$ cat src/rtl/ghostbus_ext_arb_pkg.sv
// Shared definitions for the ghostbus external-bus arbiter: FSM states, owner IDs
// and the read-latency counter width.
package ghostbus_ext_arb_pkg;

    typedef enum logic [1:0] {
        ST_IDLE  = 2'd0,
        ST_ISSUE = 2'd1,
        ST_RWAIT = 2'd2
    } arb_state_e;

    localparam logic PORT_A = 1'b0;
    localparam logic PORT_B = 1'b1;

    localparam int unsigned CNT_W = 4;

    // The counter starts at RD_LAT-1 so that it expires in the cycle ext_rdata is valid.
    function automatic logic [CNT_W-1:0] rd_cnt_init(input int unsigned lat);
        return CNT_W'(lat - 1);
    endfunction

endpackage

$ cat src/rtl/ghostbus_ext_arb_if.sv
// Bundle of both requester ports plus the external leaf bus; the slave modport is
// the arbiter's view, the master modport is the requesters'/leaf's view.
interface ghostbus_ext_arb_if #(
    parameter int AW = 2,
    parameter int DW = 8
);
    logic          a_req;
    logic          a_we;
    logic [AW-1:0] a_addr;
    logic [DW-1:0] a_wdata;
    logic          a_gnt;
    logic [DW-1:0] a_rdata;
    logic          a_rvalid;

    logic          b_req;
    logic          b_we;
    logic [AW-1:0] b_addr;
    logic [DW-1:0] b_wdata;
    logic          b_gnt;
    logic [DW-1:0] b_rdata;
    logic          b_rvalid;

    logic [AW-1:0] ext_addr;
    logic [DW-1:0] ext_wdata;
    logic          ext_we;
    logic [DW-1:0] ext_rdata;
    logic          busy;

    modport slave (
        input  a_req, a_we, a_addr, a_wdata,
        output a_gnt, a_rdata, a_rvalid,
        input  b_req, b_we, b_addr, b_wdata,
        output b_gnt, b_rdata, b_rvalid,
        output ext_addr, ext_wdata, ext_we, busy,
        input  ext_rdata
    );

    modport master (
        output a_req, a_we, a_addr, a_wdata,
        input  a_gnt, a_rdata, a_rvalid,
        output b_req, b_we, b_addr, b_wdata,
        input  b_gnt, b_rdata, b_rvalid,
        input  ext_addr, ext_wdata, ext_we, busy,
        output ext_rdata
    );

endinterface

$ cat src/rtl/ghostbus_ext_arb_pick2.sv
// Combinational two-way pick between ports A and B.
// GHOSTBUS_ARB_FIXED_PRIO_EN selects fixed A-priority; otherwise round-robin on i_last.
module arb_pick2
    import ghostbus_ext_arb_pkg::*;
(
    input  logic i_a_req,
    input  logic i_b_req,
    input  logic i_last,
    output logic o_pick_a,
    output logic o_pick_b
);

`ifdef GHOSTBUS_ARB_FIXED_PRIO_EN
    logic w_unused_last;
    assign w_unused_last = i_last;

    always_comb begin
        o_pick_a = i_a_req;
        o_pick_b = i_b_req && !i_a_req;
    end
`else
    // On contention the port that was not granted last wins.
    always_comb begin
        o_pick_a = i_a_req && (!i_b_req || (i_last == PORT_B));
        o_pick_b = i_b_req && (!i_a_req || (i_last == PORT_A));
    end
`endif

endmodule

$ cat src/rtl/ghostbus_ext_arb.sv
// Two-requester arbiter/sequencer onto one fixed-latency ghostbus external leaf.
// Arbitration mode is set by GHOSTBUS_ARB_FIXED_PRIO_EN (see arb_pick2).
module ghostbus_ext_arb
    import ghostbus_ext_arb_pkg::*;
#(
    parameter int AW     = 2,
    parameter int DW     = 8,
    parameter int RD_LAT = 1
) (
    input  logic            clk,
    input  logic            rst,
    ghostbus_ext_arb_if.slave bus
);

    arb_state_e       r_state;
    arb_state_e       w_state_nxt;
    logic             r_owner;
    logic             r_we;
    logic             r_last;
    logic [AW-1:0]    r_addr;
    logic [DW-1:0]    r_wdata;
    logic [CNT_W-1:0] r_cnt;
    logic             r_ext_we;
    logic             r_busy;
    logic [DW-1:0]    r_a_rdata;
    logic [DW-1:0]    r_b_rdata;
    logic             r_a_rvalid;
    logic             r_b_rvalid;

    logic w_pick_a;
    logic w_pick_b;
    logic w_gnt_a;
    logic w_gnt_b;
    logic w_grant;
    logic w_rd_done;

    arb_pick2 u_pick (
        .i_a_req  (bus.a_req),
        .i_b_req  (bus.b_req),
        .i_last   (r_last),
        .o_pick_a (w_pick_a),
        .o_pick_b (w_pick_b)
    );

    always_ff @(posedge clk) begin
        if (rst) r_state <= ST_IDLE;
        else     r_state <= w_state_nxt;
    end

    always_comb begin
        w_state_nxt = r_state;
        w_gnt_a     = 1'b0;
        w_gnt_b     = 1'b0;
        case (r_state)
            ST_IDLE: begin
                if (!rst) begin
                    w_gnt_a = w_pick_a;
                    w_gnt_b = w_pick_b;
                    if (w_pick_a || w_pick_b) w_state_nxt = ST_ISSUE;
                end
            end
            ST_ISSUE: w_state_nxt = r_we ? ST_IDLE : ST_RWAIT;
            ST_RWAIT: if (r_cnt == '0) w_state_nxt = ST_IDLE;
            default:  w_state_nxt = ST_IDLE;
        endcase
    end

    assign w_grant   = w_gnt_a || w_gnt_b;
    assign w_rd_done = (r_state == ST_RWAIT) && (r_cnt == '0);

    // Bus fields are loaded at grant so ext_* are already valid in the ISSUE cycle.
    always_ff @(posedge clk) begin
        if (rst) begin
            r_owner    <= PORT_A;
            r_we       <= 1'b0;
            r_last     <= PORT_B;
            r_addr     <= '0;
            r_wdata    <= '0;
            r_cnt      <= '0;
            r_ext_we   <= 1'b0;
            r_busy     <= 1'b0;
            r_a_rdata  <= '0;
            r_b_rdata  <= '0;
            r_a_rvalid <= 1'b0;
            r_b_rvalid <= 1'b0;
        end else begin
            r_ext_we   <= 1'b0;
            r_a_rvalid <= 1'b0;
            r_b_rvalid <= 1'b0;
            r_busy     <= (w_state_nxt != ST_IDLE);

            if (w_grant) begin
                r_owner  <= w_gnt_b ? PORT_B : PORT_A;
                r_last   <= w_gnt_b ? PORT_B : PORT_A;
                r_we     <= w_gnt_b ? bus.b_we    : bus.a_we;
                r_addr   <= w_gnt_b ? bus.b_addr  : bus.a_addr;
                r_wdata  <= w_gnt_b ? bus.b_wdata : bus.a_wdata;
                r_ext_we <= w_gnt_b ? bus.b_we    : bus.a_we;
            end

            if ((r_state == ST_ISSUE) && !r_we)
                r_cnt <= rd_cnt_init(RD_LAT);
            else if ((r_state == ST_RWAIT) && (r_cnt != '0))
                r_cnt <= r_cnt - CNT_W'(1);

            if (w_rd_done) begin
                if (r_owner == PORT_B) begin
                    r_b_rdata  <= bus.ext_rdata;
                    r_b_rvalid <= 1'b1;
                end else begin
                    r_a_rdata  <= bus.ext_rdata;
                    r_a_rvalid <= 1'b1;
                end
            end
        end
    end

    assign bus.a_gnt     = w_gnt_a;
    assign bus.b_gnt     = w_gnt_b;
    assign bus.a_rdata   = r_a_rdata;
    assign bus.b_rdata   = r_b_rdata;
    assign bus.a_rvalid  = r_a_rvalid;
    assign bus.b_rvalid  = r_b_rvalid;
    assign bus.ext_addr  = r_addr;
    assign bus.ext_wdata = r_wdata;
    assign bus.ext_we    = r_ext_we;
    assign bus.busy      = r_busy;

endmodule

$ cat src/flat_wrapper.sv
// flat-port wrapper written by rule: the top's interface ports become plain ports
module ghostbus_ext_arb_flat import ghostbus_ext_arb_pkg::*;
#(
    parameter int AW     = 2,
    parameter int DW     = 8,
    parameter int RD_LAT = 1
)
  (clk, rst, bus_a_req, bus_a_we, bus_a_addr, bus_a_wdata, bus_a_gnt, bus_a_rdata, bus_a_rvalid, bus_b_req, bus_b_we, bus_b_addr, bus_b_wdata, bus_b_gnt, bus_b_rdata, bus_b_rvalid, bus_ext_addr, bus_ext_wdata, bus_ext_we, bus_busy, bus_ext_rdata);
  ghostbus_ext_arb_if #(.AW(AW), .DW(DW)) bus_i ();
  input  logic clk;
  input  logic rst;
  input wire logic [$bits(bus_i.a_req)-1:0] bus_a_req;
  input wire logic [$bits(bus_i.a_we)-1:0] bus_a_we;
  input wire logic [$bits(bus_i.a_addr)-1:0] bus_a_addr;
  input wire logic [$bits(bus_i.a_wdata)-1:0] bus_a_wdata;
  output wire logic [$bits(bus_i.a_gnt)-1:0] bus_a_gnt;
  output wire logic [$bits(bus_i.a_rdata)-1:0] bus_a_rdata;
  output wire logic [$bits(bus_i.a_rvalid)-1:0] bus_a_rvalid;
  input wire logic [$bits(bus_i.b_req)-1:0] bus_b_req;
  input wire logic [$bits(bus_i.b_we)-1:0] bus_b_we;
  input wire logic [$bits(bus_i.b_addr)-1:0] bus_b_addr;
  input wire logic [$bits(bus_i.b_wdata)-1:0] bus_b_wdata;
  output wire logic [$bits(bus_i.b_gnt)-1:0] bus_b_gnt;
  output wire logic [$bits(bus_i.b_rdata)-1:0] bus_b_rdata;
  output wire logic [$bits(bus_i.b_rvalid)-1:0] bus_b_rvalid;
  output wire logic [$bits(bus_i.ext_addr)-1:0] bus_ext_addr;
  output wire logic [$bits(bus_i.ext_wdata)-1:0] bus_ext_wdata;
  output wire logic [$bits(bus_i.ext_we)-1:0] bus_ext_we;
  output wire logic [$bits(bus_i.busy)-1:0] bus_busy;
  input wire logic [$bits(bus_i.ext_rdata)-1:0] bus_ext_rdata;
  assign bus_i.a_req = bus_a_req;
  assign bus_i.a_we = bus_a_we;
  assign bus_i.a_addr = bus_a_addr;
  assign bus_i.a_wdata = bus_a_wdata;
  assign bus_a_gnt = bus_i.a_gnt;
  assign bus_a_rdata = bus_i.a_rdata;
  assign bus_a_rvalid = bus_i.a_rvalid;
  assign bus_i.b_req = bus_b_req;
  assign bus_i.b_we = bus_b_we;
  assign bus_i.b_addr = bus_b_addr;
  assign bus_i.b_wdata = bus_b_wdata;
  assign bus_b_gnt = bus_i.b_gnt;
  assign bus_b_rdata = bus_i.b_rdata;
  assign bus_b_rvalid = bus_i.b_rvalid;
  assign bus_ext_addr = bus_i.ext_addr;
  assign bus_ext_wdata = bus_i.ext_wdata;
  assign bus_ext_we = bus_i.ext_we;
  assign bus_busy = bus_i.busy;
  assign bus_i.ext_rdata = bus_ext_rdata;
  ghostbus_ext_arb #(.AW(AW), .DW(DW), .RD_LAT(RD_LAT)) u_core (.clk(clk), .rst(rst), .bus(bus_i));
endmodule
$ cat config.mk
export PLATFORM = sky130hd
export DESIGN_NAME = ghostbus_ext_arb_flat
export DESIGN_NICKNAME = d
export VERILOG_FILES = /design/src/rtl/ghostbus_ext_arb_pkg.sv /design/src/rtl/ghostbus_ext_arb_if.sv /design/src/rtl/ghostbus_ext_arb_pick2.sv /design/src/rtl/ghostbus_ext_arb.sv /design/src/flat_wrapper.sv
export SDC_FILE = /design/constraint.sdc
export NUM_CORES = 1
export LEC_CHECK = 0
export CORE_UTILIZATION = 43
export DETAILED_ROUTE_END_ITERATION = 8
export GPL_TIMING_DRIVEN = 1
export PLACE_DENSITY = 0.86
export SYNTH_ARGS = -nofsm -noshare
export SYNTH_HDL_FRONTEND = slang
export SYNTH_HIERARCHICAL = 1
export SYNTH_SLANG_ARGS = --single-unit
export TNS_END_PERCENT = 50
$ cat constraint.sdc
create_clock -name clk -period 2.1 [get_ports clk]
set_clock_uncertainty 0.2 [all_clocks]
set_input_delay 0.21 -clock clk [delete_from_list [all_inputs] [get_ports clk]]
set_output_delay 0.21 -clock clk [all_outputs]
set_load 0.02 [all_outputs]
==> Word level (Yosys, flattened, before mapping) <==
Index checks and enable logic that the tools add are counted.
{ "word_totals": {"mem_count": 0, "out_inout_bits": 32, "register_bits": 39, "in_bits": 34, "latchBits": 0, "mem_bits_ro": 0, "word_cells": 56, "mem_bits_rw": 0} }
{ "op_classes": {"eq_ne": 2, "shifts": 0, "addsub": 1, "mul": 0, "bitwise_logic": 4, "n_reduce_logical": 21, "n_lt_le_gt_ge": 0, "mux": 15, "div": 0} }
{ "ops": {"columns": ["operator", "n"], "rows": [
  ["2-bit 2-to-1 mux", 5],
  ["1-bit 2-to-1 mux", 8],
  ["8-bit 2-to-1 mux", 1],
  ["2-bit one-hot mux with 3 select lines", 1],
  ["2-bit OR reduction", 3],
  ["1-bit logical AND", 5],
  ["4-bit zero test", 1],
  ["1-bit logical OR", 4],
  ["1-bit NOT", 4],
  ["2-bit AND reduction", 2],
  ["4-bit nonzero test", 1],
  ["4-bit by 1-bit subtractor with 4-bit output (second input constant)", 1],
  ["1-bit zero test", 3],
  ["2-bit by 1-bit equality test with 1-bit output (second input constant)", 1],
  ["2-bit equality test (second input constant)", 1],
  ["2-bit zero test", 1],
  ["2-bit nonzero test", 1]
]} }

==> Logic depth before layout (Yosys ltp) <==
{ "logic_depth": {"depth_word": 8, "mapped_depth": 7, "depth_no_buf": 5} }

==> Hierarchy <==
The synthesis kept the hierarchy.
{ "modules_own_cells": {"columns": ["module", "area_per_inst_um2", "n_inst", "cells_each", "seq_area_each_um2"], "rows": [
  ["ghostbus_ext_arb", 1646.6, 1, 176, 780.7],
  ["arb_pick2", 18.8, 1, 3, 0.0]
]} }

==> Worst setup path before layout <==
OpenSTA, ideal clock, no wires.
{ "synth_timing": {"kind": "reg-to-output", "from": "register u_core.r_last", "to": "output port bus_a_gnt", "t_arrival_ps": 1521, "path_stages_with_launch": 7, "path_buffers": 2, "path_slack_ps": 169, "t_required_ps": 1690, "cell_sequence": "dfxtp_1 -> inv_1 -> a21boi_1 -> or3b_2 -> clkbuf_1 -> buf_2 -> nor2_1"} }
{ "synth_via": {"elab_chain_len": 4} }
{ "synth_rtl": {"columns": ["element", "line_no", "source"], "rows": [
  ["start: declaration", "ghostbus_ext_arb.sv:19", "logic r_last;"],
  ["start signal: assignment", "ghostbus_ext_arb.sv:94", "r_last <= w_gnt_b ? PORT_B : PORT_A;"],
  ["1-bit logical OR", "ghostbus_ext_arb_pick2.sv:24", "o_pick_a = i_a_req && (!i_b_req || (i_last == PORT_B));"],
  ["1-bit logical AND", "ghostbus_ext_arb_pick2.sv:24", null],
  ["net u_core.w_pick_a", "ghostbus_ext_arb.sv:30", "logic w_pick_a;"],
  ["1-bit 2-to-1 mux", "ghostbus_ext_arb.sv:56", "if (!rst) begin"],
  ["1-bit 2-to-1 mux", "ghostbus_ext_arb.sv:54", "case (r_state)"],
  ["end: declaration", "flat_wrapper.sv:16", "output wire logic [$bits(bus_i.a_gnt)-1:0] bus_a_gnt;"]
]} }
The timed path passes the listed nets, and every way through them passes these cells.

==> Worst setup path in the final report <==
{ "layout_timing": {"from": "input port bus_b_req", "to": "output port bus_b_gnt"} }
{ "layout_via": {"elab_chain_len": 3} }
{ "layout_rtl": {"columns": ["element", "line_no", "source"], "rows": [
  ["start: declaration", "flat_wrapper.sv:19", "input wire logic [$bits(bus_i.b_req)-1:0] bus_b_req;"],
  ["1-bit logical AND", "ghostbus_ext_arb_pick2.sv:25", "o_pick_b = i_b_req && (!i_a_req || (i_last == PORT_A));"],
  ["net u_core.w_pick_b", "ghostbus_ext_arb.sv:31", "logic w_pick_b;"],
  ["1-bit 2-to-1 mux", "ghostbus_ext_arb.sv:56", null],
  ["1-bit 2-to-1 mux", "ghostbus_ext_arb.sv:54", null],
  ["end: declaration", "flat_wrapper.sv:23", "output wire logic [$bits(bus_i.b_gnt)-1:0] bus_b_gnt;"]
]} }
The timed path passes the listed nets, and every way through them passes these cells.

==> results.ini <==
[place]
post-place-ws_ps = -384
place_area_um2 = 2370
portBuffers = 65
routabilityCongestion = 0.746
dp.cells = 287
place_hpwl_um = 2580

[sta]
relSlewSlack = 0.593
fin_setup_tns_ps = 0
fmax_mhz = 492
rsz0062_at_grt = no
setup_violations = 0
period_share = 0.968
hold_slack_ps = 274
min_period_ps = 2030
max_slew.worst_pin.slew_ps = 609
setup_ws_ps = 66.8
hold_viol = 0
maxSlewViolCount = 0

[die]
fp.dieW_um = 64.2
initial_utilization = 0.451
core-area_um2 = 3690
dieArea_um2 = 4130
ios = 66
die-height_um = 64.2
rows = 22

[min_path]
worstHoldStart = u_core/bus.ext_wdata[7]
min_to = u_core/bus.ext_wdata[7]
hold_depth = 2
worst_hold_path_type = flop to flop

[power]
power.share.clock = 0.300
powerDensity_nw_per_um2 = 678
irDropWorstVdd_mv = 0.454
comb_power_share = 0.211
cellLeakagePower_nw = 0.964
p_sw_frac = 0.260
p_seq_frac = 0.489
internal-power_mw = 1.23
total_power_mw = 1.67
p_switching_mw = 0.434

[global_routing]
grt_usage = 0.194
grt_pass1_vias = 1457
grt_pass1_wl_um = 6230
grt_antenna_before_repair = 0
grt_max_degree = 45
gr-total-overflow = 0

[finish]
antennaDiodeCount = 0
post-route-util = 0.666
final_cell_count_no_fill = 294
drive_gt1_frac = 0.0976
regArea_um2 = 781
nNetsFinal = 281
n_fill_cell = 314
fin_area_um2 = 2460
syn2layout_area_growth_pct = 47.6
multiInputGateArea_um2 = 807

[run]
cap_violations = 0

[cts]
cts_buffers = 5
clk_path_buf_depth = 2
hold_buffers = 0
htreeDepth = 2
cts_sinks = 39
cts.clk_slew.worst_paths_ps = 70
cts_tree = built
clock_latency_ps = 280
clock-root-buffer = clkbuf_8

[critical_path]
cp-startpoint = bus_b_req
crit_path_max_fanout = 2
cp.required_ps = 1690
startpoint_type = input pin
r2r_end = u_core/bus.a_rdata[1]
cp-end-kind = primary output
arrival_ps = 1620
rr_startpoint = u_core/r_cnt[0]
worst-setup-path-type = input pin to primary output
r2r_slack_ps = 150
ff2ff_path_depth = 6

[synthesis]
async_flop_share = 0
synth_xor_area_frac = 0
synth_fa_ha_area_frac = 0.00751
ys_top_cells_by_count = dfxtp_1, nand2b_1, nand2_1
synth_top_family_by_area = simple AND/OR/NAND/NOR gates
synth_top_area_cell = dfxtp_1
yosysWarnings = 6
netlist-cell-type-count = 32
synth_cells = 179
synth_top_area_share = 0.469
ys_ff_latch = 39
yosys.area_share.simple = 0.252
syn-num-nets = 214
syn_avg_cell_area_um2 = 9.30
synth.most_common_cell = dfxtp_1
seq_area_frac_synth = 0.469
yosys_most_used_dff = dfxtp_1
syn-cell-area_um2 = 1670
synth_compound_area_frac = 0.120
synth_edf_count = 0
synth.area.mux_share = 0.102
netlist_top_cells_area = dfxtp_1, mux2i_1, nand2b_1

[detailed_routing]
viasPerCell = 5.04
drc_errors = 0
first_pass_iters = 4
vias = 1481
wl_um = 3650
ant_nets = 0
drtIter0Drc = 60
wl_per_cell_um = 12.4

[run_status]
outcome = complete, no violations

==> logic make-up (layout without fill, tap and decap cells) <==
family	after synthesis	count (layout)
flops	39	39
buf+inv	18	85
mux	17	17
simple gates	76	76
fa+ha+maj	1	1
compound gates	28	28
==> registers in the layout, indices dropped and copies added, names as in the netlist, 2 cells and up <==
name                  flops
u_core/bus.a_rdata        8
u_core/r_state            2
u_core/bus.ext_addr       2
u_core/bus.b_rdata        8
u_core/bus.ext_wdata      8
u_core/r_cnt              4
==> how the worst max path moves through the flow <==
stage	slack, ps	endpoint
4_1_cts	60	bus_a_gnt
2_1_floorplan	170	bus_a_gnt
6_report	70	bus_b_gnt
3_5_place_dp	-380	bus_b_gnt
3_3_place_gp	-390	bus_a_gnt
5_1_grt	7	u_core/bus.a_rdata[1]
==> cells in the final DEF, fill, tap and decap left out, types with 5 or more instances in the layout <==
cell type and n:
mux2i_1 17, o21ai_0 6, a311oi_1 11, a21oi_1 5, dfxtp_1 39, inv_1 5
nand2b_1 27, buf_4 9, clkdlybuf4s50_1 63, nor2_1 11, nand2_1 23, clkbuf_8 6
==> what timing repair did <==
action / CTS / global route
buffers inserted: 0 / 0
endpoints found under the setup margin: 2 / 1
cloned: 0 / 0
resized for setup: 10 / 1
==> critical path: stages <==
cell             delay, ps
clkdlybuf4s50_1        480
a21boi_1               180
or4b_4                 490
inv_1                  100
buf_2                  160
==> cell type report <==
class	instances	area share
Clock buffer	6	0.0336
Clock inverter	1	0.00204
Inverter	5	0.00764
Multi-Input combinational cell	122	0.328
Sequential cell	39	0.318
Tap cell	48	0.0244
Timing Repair Buffer	73	0.286
==> power by group through the flow <==
stage / logic, mW / registers, mW / clock network (mW)
final: 0.352 / 0.815 / 0.500
after floorplan: 0.134 / 0.872 / 0
after detailed placement: 0.353 / 0.831 / 0
after global routing: 0.380 / 0.820 / 0.548
after global placement: 0.349 / 0.830 / 0
after CTS: 0.353 / 0.815 / 0.516
==> metal layers <==
layer,vias to the layer above,wire [µm],share of wire,global-route usage
met5,-,0,0,0
met4,0,21,0.0058,0.0806
met3,3,188,0.052,0.0589
met2,36,1840,0.50,0.339
met1,696,1590,0.44,0.219
li1,746,-,-,-
Power figures use the tool's default switching activity.
